--- config.mk ---
export PLATFORM = sky130hd
export DESIGN_NAME = uart_rx_fifo
export DESIGN_NICKNAME = d
export VERILOG_FILES = /design/src/rtl/uart_pkg.sv /design/src/rtl/uart_fifo_mem.sv /design/src/rtl/uart_rx_fifo.sv
export SDC_FILE = /design/constraint.sdc
export NUM_CORES = 1
export LEC_CHECK = 0
export ABC_AREA = 1
export ABC_CLOCK_PERIOD_IN_PS = 4650
export CAP_MARGIN = 20
export CELL_PAD_IN_SITES_DETAIL_PLACEMENT = 0
export CELL_PAD_IN_SITES_GLOBAL_PLACEMENT = 1
export CORE_MARGIN = 4
export CORE_UTILIZATION = 29
export CTS_BUF_LIST = sky130_fd_sc_hd__clkbuf_8
export CTS_CLUSTER_DIAMETER = 50
export DETAILED_ROUTE_END_ITERATION = 16
export GPL_TIMING_DRIVEN = 0
export HOLD_SLACK_MARGIN = 0.15
export PLACE_DENSITY = 0.59
export SYNTH_ARGS = -nofsm -noshare
export SYNTH_HDL_FRONTEND = slang
export SYNTH_HIERARCHICAL = 1
export SYNTH_SLANG_ARGS = --single-unit
export TNS_END_PERCENT = 20
--- constraint.sdc ---
create_clock -name clk -period 4.65 [get_ports clk]
set_clock_uncertainty 0.2 [all_clocks]
set_input_delay 0.465 -clock clk [delete_from_list [all_inputs] [get_ports clk]]
set_output_delay 0.465 -clock clk [all_outputs]
set_load 0.05 [all_outputs]
--- src/rtl/uart_pkg.sv ---
// Constants shared between the UART controller and its receive-side buffering.
package uart_pkg;

  // Word width assembled by the controller from a byte pair.
  localparam int UART_WORD_W = 16;

  localparam int UART_RX_FIFO_DEPTH = 16;

endpackage

--- src/rtl/uart_fifo_mem.sv ---
// Simple dual-port storage for the UART receive FIFO: one write port, one
// combinational read address. Storage is deliberately not reset.
module uart_fifo_mem #(
  parameter int DATA_W = 16,
  parameter int DEPTH  = 16,
  parameter int ADDR_W = $clog2(DEPTH)
) (
  input  logic              clk_i,
  input  logic              we_i,
  input  logic [ADDR_W-1:0] waddr_i,
  input  logic [DATA_W-1:0] wdata_i,
  input  logic [ADDR_W-1:0] raddr_i,
  output logic [DATA_W-1:0] rdata_o
);

  logic [DATA_W-1:0] mem_q [DEPTH];

  always_ff @(posedge clk_i) begin
    if (we_i) begin
      mem_q[waddr_i] <= wdata_i;
    end
  end

  assign rdata_o = mem_q[raddr_i];

endmodule

--- src/rtl/uart_rx_fifo.sv ---
// Receive FIFO between the UART controller and a host-side consumer.
// Define UART_RX_FIFO_FWFT_EN for first-word-fall-through reads; default is a registered 1-cycle read.
module uart_rx_fifo
  import uart_pkg::*;
#(
  parameter int DATA_W   = UART_WORD_W,
  parameter int DEPTH    = UART_RX_FIFO_DEPTH,
  parameter int AFULL_TH = 12
) (
  input  logic                     clk,
  input  logic                     rst,
  input  logic                     wr_en,
  input  logic [DATA_W-1:0]        wr_data,
  output logic                     full,
  output logic                     almost_full,
  input  logic                     rd_en,
  output logic [DATA_W-1:0]        rd_data,
  output logic                     rd_valid,
  output logic                     empty,
  output logic [$clog2(DEPTH):0]   count,
  output logic                     overflow,
  output logic                     underflow,
  input  logic                     clr_err
);

  localparam int ADDR_W = $clog2(DEPTH);
  localparam int CNT_W  = ADDR_W + 1;

  localparam logic [ADDR_W:0]  PTR_ONE   = 1;
  localparam logic [CNT_W-1:0] CNT_ONE   = 1;
  localparam logic [CNT_W-1:0] CNT_DEPTH = CNT_W'(DEPTH);
  localparam logic [CNT_W-1:0] CNT_AFTH  = CNT_W'(AFULL_TH);

  logic [ADDR_W:0]    wr_ptr_q, wr_ptr_d;
  logic [ADDR_W:0]    rd_ptr_q, rd_ptr_d;
  logic [CNT_W-1:0]   count_q, count_d;
  logic               full_q, full_d;
  logic               empty_q, empty_d;
  logic               afull_q, afull_d;
  logic               ovf_q, ovf_d;
  logic               unf_q, unf_d;
  logic               wr_acc, rd_acc;
  logic [DATA_W-1:0]  mem_rdata;

  // Accepts are gated by the registered flags only, so a write while full is
  // dropped even if a read frees a slot in the same cycle.
  always_comb begin
    wr_acc   = wr_en & ~full_q;
    rd_acc   = rd_en & ~empty_q;
    wr_ptr_d = wr_acc ? (wr_ptr_q + PTR_ONE) : wr_ptr_q;
    rd_ptr_d = rd_acc ? (rd_ptr_q + PTR_ONE) : rd_ptr_q;
    count_d  = count_q;
    case ({wr_acc, rd_acc})
      2'b10:   count_d = count_q + CNT_ONE;
      2'b01:   count_d = count_q - CNT_ONE;
      default: count_d = count_q;
    endcase
    full_d  = (count_d == CNT_DEPTH);
    empty_d = (count_d == '0);
    afull_d = (count_d >= CNT_AFTH);
    // A new error event outranks a coincident clear.
    ovf_d   = (ovf_q & ~clr_err) | (wr_en & full_q);
    unf_d   = (unf_q & ~clr_err) | (rd_en & empty_q);
  end

  always_ff @(posedge clk) begin
    if (rst) begin
      wr_ptr_q <= '0;
      rd_ptr_q <= '0;
      count_q  <= '0;
      full_q   <= 1'b0;
      empty_q  <= 1'b1;
      afull_q  <= 1'b0;
      ovf_q    <= 1'b0;
      unf_q    <= 1'b0;
    end else begin
      wr_ptr_q <= wr_ptr_d;
      rd_ptr_q <= rd_ptr_d;
      count_q  <= count_d;
      full_q   <= full_d;
      empty_q  <= empty_d;
      afull_q  <= afull_d;
      ovf_q    <= ovf_d;
      unf_q    <= unf_d;
    end
  end

  uart_fifo_mem #(
    .DATA_W (DATA_W),
    .DEPTH  (DEPTH),
    .ADDR_W (ADDR_W)
  ) u_mem (
    .clk_i   (clk),
    .we_i    (wr_acc),
    .waddr_i (wr_ptr_q[ADDR_W-1:0]),
    .wdata_i (wr_data),
    .raddr_i (rd_ptr_q[ADDR_W-1:0]),
    .rdata_o (mem_rdata)
  );

`ifdef UART_RX_FIFO_FWFT_EN
  // Masked while empty so stale array contents never leak out after reset.
  assign rd_data  = empty_q ? '0 : mem_rdata;
  assign rd_valid = ~empty_q;
`else
  logic [DATA_W-1:0] rd_data_q;
  logic              rd_valid_q;

  always_ff @(posedge clk) begin
    if (rst) begin
      rd_data_q  <= '0;
      rd_valid_q <= 1'b0;
    end else begin
      rd_valid_q <= rd_acc;
      if (rd_acc) begin
        rd_data_q <= mem_rdata;
      end
    end
  end

  assign rd_data  = rd_data_q;
  assign rd_valid = rd_valid_q;
`endif

  assign full        = full_q;
  assign almost_full = afull_q;
  assign empty       = empty_q;
  assign count       = count_q;
  assign overflow    = ovf_q;
  assign underflow   = unf_q;

endmodule

==> metrics.md <==
| Metric | Value |
|---|---|
| Average footprint of a synthesized cell | 9.971 um^2 |
| Hold violation total from the final report | 0 |
| Compound-Gate Fraction of Synth Area | 1.262% |
| Clock Pin Slew Worst Setup and Hold Paths | 60 ps |
| Via/cell ratio | 4.413 |
| Post-route clock period utilization | 56.05% |
| Die height | 216.4 um |
| Worst setup SP type | input pin |
| Area of the die | 46820 um^2 |
| Vias in the first global route | 8436 |
| H-Tree Level Count | 2 |
| Yosys warns | 6 |
| Slew at the pin closest to its max-slew limit | 948.9 ps |
| Detailed-route DRC error count | 0 |
| Standard cell area after detailed placement | 14140 um^2 |
| Flip-flop and latch count after synthesis | 291 |
| Maximum Capacitance Violations | 0 |
| Initial DRC Count | 573 |
| Max FO, Critical Path | 10 |
| Core Box Area | 42980 um^2 |
| Number of pins with negative max-slew slack in the final report | 0 |
| Minimum clock period after layout | 2606 ps |
| Area growth from synthesis to final layout | 19.56% |
| Type of destination of the critical path | flop |
| Root Buffer Master | clkbuf_8 |
| Fillcell total | 4428 |
| Post-Synthesis Cell Area | 12590 um^2 |
| CP Cell Sequence | clkdlybuf4s50_1, inv_2, nor2_8, clkbuf_1, ha_1, nand2_1, nand2_1, nand3_2, inv_1, nand2_1, nand3_1, nand2_1, nand2_1, nand2_2, nand2_2, nand2_1 |
| Total number of placement rows | 76 |
| Unrepaired setup endpoints after global routing | no |
| Final Cell Area | 15060 um^2 |
| Router iterations before antenna repair | 7 |
| Post-synthesis adder-cell area fraction | 0.3974% |
| Buffer depth of the longest clock path | 3 |
| Number of clock sinks seen by CTS | 291 |
| Data required time at the worst endpoint | 4940 ps |
| Sequential-to-total area share from yosys stat | 66.61% |
| Routability Congestion | 0.7646 |
| Number of setup violations in the final report | 0 |
| Remaining global-route overflow | 0 |
| Kind of critical path | in -> reg |
| Max stage delay cell, worst path | clkbuf_1 |
| Total wirelength of the detailed-routed design | 36.69 mm |
| Aggregate global-route resource usage | 15.52% |
| Number of unique standard cell types used by synthesis | 26 |
| Number of standard cells in the final layout excluding fillers | 2005 |
| Count of cells resized by post-cts repair | 0 |
| Number of port buffers | 47 |
| Wire length of the first global-routing pass | 53.92 mm |
| Worst setup slack before clock tree synthesis | 1402 ps |
| Syn nets | 1288 |
| Leading cell type in the layout, fill and taps excluded | nand2_1 |
| Detail-routed net length per standard cell | 18.30 um |
| Cells after DPL | 1911 |
| Sum Neg Setup Slack | 0 ps |
| Total setup buffers inserted after CTS | 0 |
| Leak pwr | 6.320 nW |
| Number of antenna violations at the first check in global routing | 0 |
| Highest-count cells in the layout ignoring fill and taps | nand2_1, edfxtp_1, inv_1 |
| Multi-input combinational cell area | 3084 um^2 |
| Routed Antenna Nets | 0 |
| Multiplexer fraction of the synthesized cell area | 0% |
| Fraction of synthesized cell area in xor and xnor cells | 0.2782% |
| Pin count of the biggest net entering global routing | 17 |
| Final HPWL DP | 25.02 mm |
| Main combinational cell family by area after synthesis | simple AND/OR/NAND/NOR gates |
| Kind of path behind the tightest hold check | reg -> reg |
| CP Data Arrival Time | 2900 ps |
| Total via count in the routed design | 8848 |
| Share of synthesized cell area in and, or, nand and nor gates | 22.24% |
| Highest Clock Rate | 383.7 MHz |
| Crit path top cell by count | nand2_1 |
| Total number of nets in the final design | 1404 |
| Worst vdd rail ir drop | 0.2045 mV |
| Clock insertion delay at the later pin of the skew report | 590 ps |
| Post-route worst setup slack | 2044 ps |
| Total of hold buffers inserted after clock tree synthesis | 0 |
| TritonCTS clock tree | built |
| Cts bufs inserted | 51 |
| I/O pin total | 48 |
| Fraction of final layout cells with drive strength greater than 1 | 10.86% |
| Die width | 216.4 um |
| Total power divided by cell area | 421.7 nW/um^2 |
| Gate count after technology mapping | 1263 |
| Sequential cell area in the final layout | 8388 um^2 |
| Stage delay of the slowest cell on the critical path | 530 ps |
| Starting density of the core | 29.30% |
| Normalized max-slew margin | 36.74% |
| Run status | finished clean |
[synth_stat cells (all sizes together)]
cell type | number | share of area [%]
o21bai | 1 | 0.089
a21oi | 5 | 0.20
buf | 42 | 2.2
nand2 | 378 | 11
xor2 | 4 | 0.28
nand3 | 207 | 8.4
ha | 4 | 0.40
inv | 222 | 6.6
o21ai | 23 | 0.97
nand3b | 2 | 0.12
clkbuf | 15 | 0.45
edfxtp | 256 | 61
nor3 | 2 | 0.079
nor2 | 67 | 2.2
dfxtp | 35 | 5.6
[path summary, 6_finish.rpt]
path	from	end	slack [ps]	cells past startpoint
worst min-delay path	overflow	overflow	270	2
worst max register to register	empty	almost_full	2070	14
worst min register to register	overflow	overflow	270	2
worst max-delay path	rd_en	almost_full	2040	16
[layer usage]
layer | global-route usage (%) | share of wire, % | up-vias
met1 | 21.25 | 45 | 4255
met3 | 2.356 | 4.7 | 72
met4 | 4.310 | 2.3 | 0
li1 | - | - | 4309
met5 | 0 | 0 | -
met2 | 25.81 | 47 | 212
[sequential cells by signal, summed over array words and instances (netlist names)]
| signal | flops |
|---|---|
| wr_ptr_q | 4 |
| underflow | 1 |
| full | 1 |
| empty | 1 |
| rd_ptr_q | 4 |
| rd_valid | 1 |
| overflow | 1 |
| rd_data | 16 |
| almost_full | 1 |
| count | 5 |
| u_mem/mem_q | 256 |
[stage by stage]
stage,util [%],power [W],hold WS [ps]
floorplan,-,0.003799,244.5
global placement,32.10,0.004268,253.5
detailed placement,32.89,0.004284,258.6
CTS,35.02,0.006447,251.4
global route,35.02,0.006681,273.0
finish,35.03,0.006350,266.4
[worst max-delay path, delay by kind of cell]
family | cells | cell delay, ps
adder cells (fa/ha/maj) | 1 | 370
buffers and inverters | 4 | 1170
AND/OR/NAND/NOR | 11 | 880
[power breakdown]
group          leakage (nW)  internal (W)  switching [W]  total, W
Clock                 0.510       0.00110        0.00104   0.00213
Combinational          3.21      0.000371       0.000867   0.00124
Sequential             2.60       0.00293      0.0000514   0.00298
[cell type report]
type | count | area share (%)
inverter | 222 | 5.534
clock inverter | 40 | 1.313
timing repair buffer | 63 | 5.135
buffer | 57 | 2.177
tap | 585 | 4.861
sequential | 291 | 55.71
multi-input combinational | 693 | 20.48
antenna | 2 | 0.03324
clock buffer | 52 | 4.753
[logic make-up (layout without fill, tap and decap cells)]
logic type	Yosys count	after routing
AO/OA/AOI/OAI	29	29
adder cells (fa/ha/maj)	4	4
other	0	2
buffers and inverters	279	434
flip-flops	291	291
XOR/XNOR	4	4
AND/OR/NAND/NOR	656	656
No activity file was read; power rests on OpenSTA's default activity.
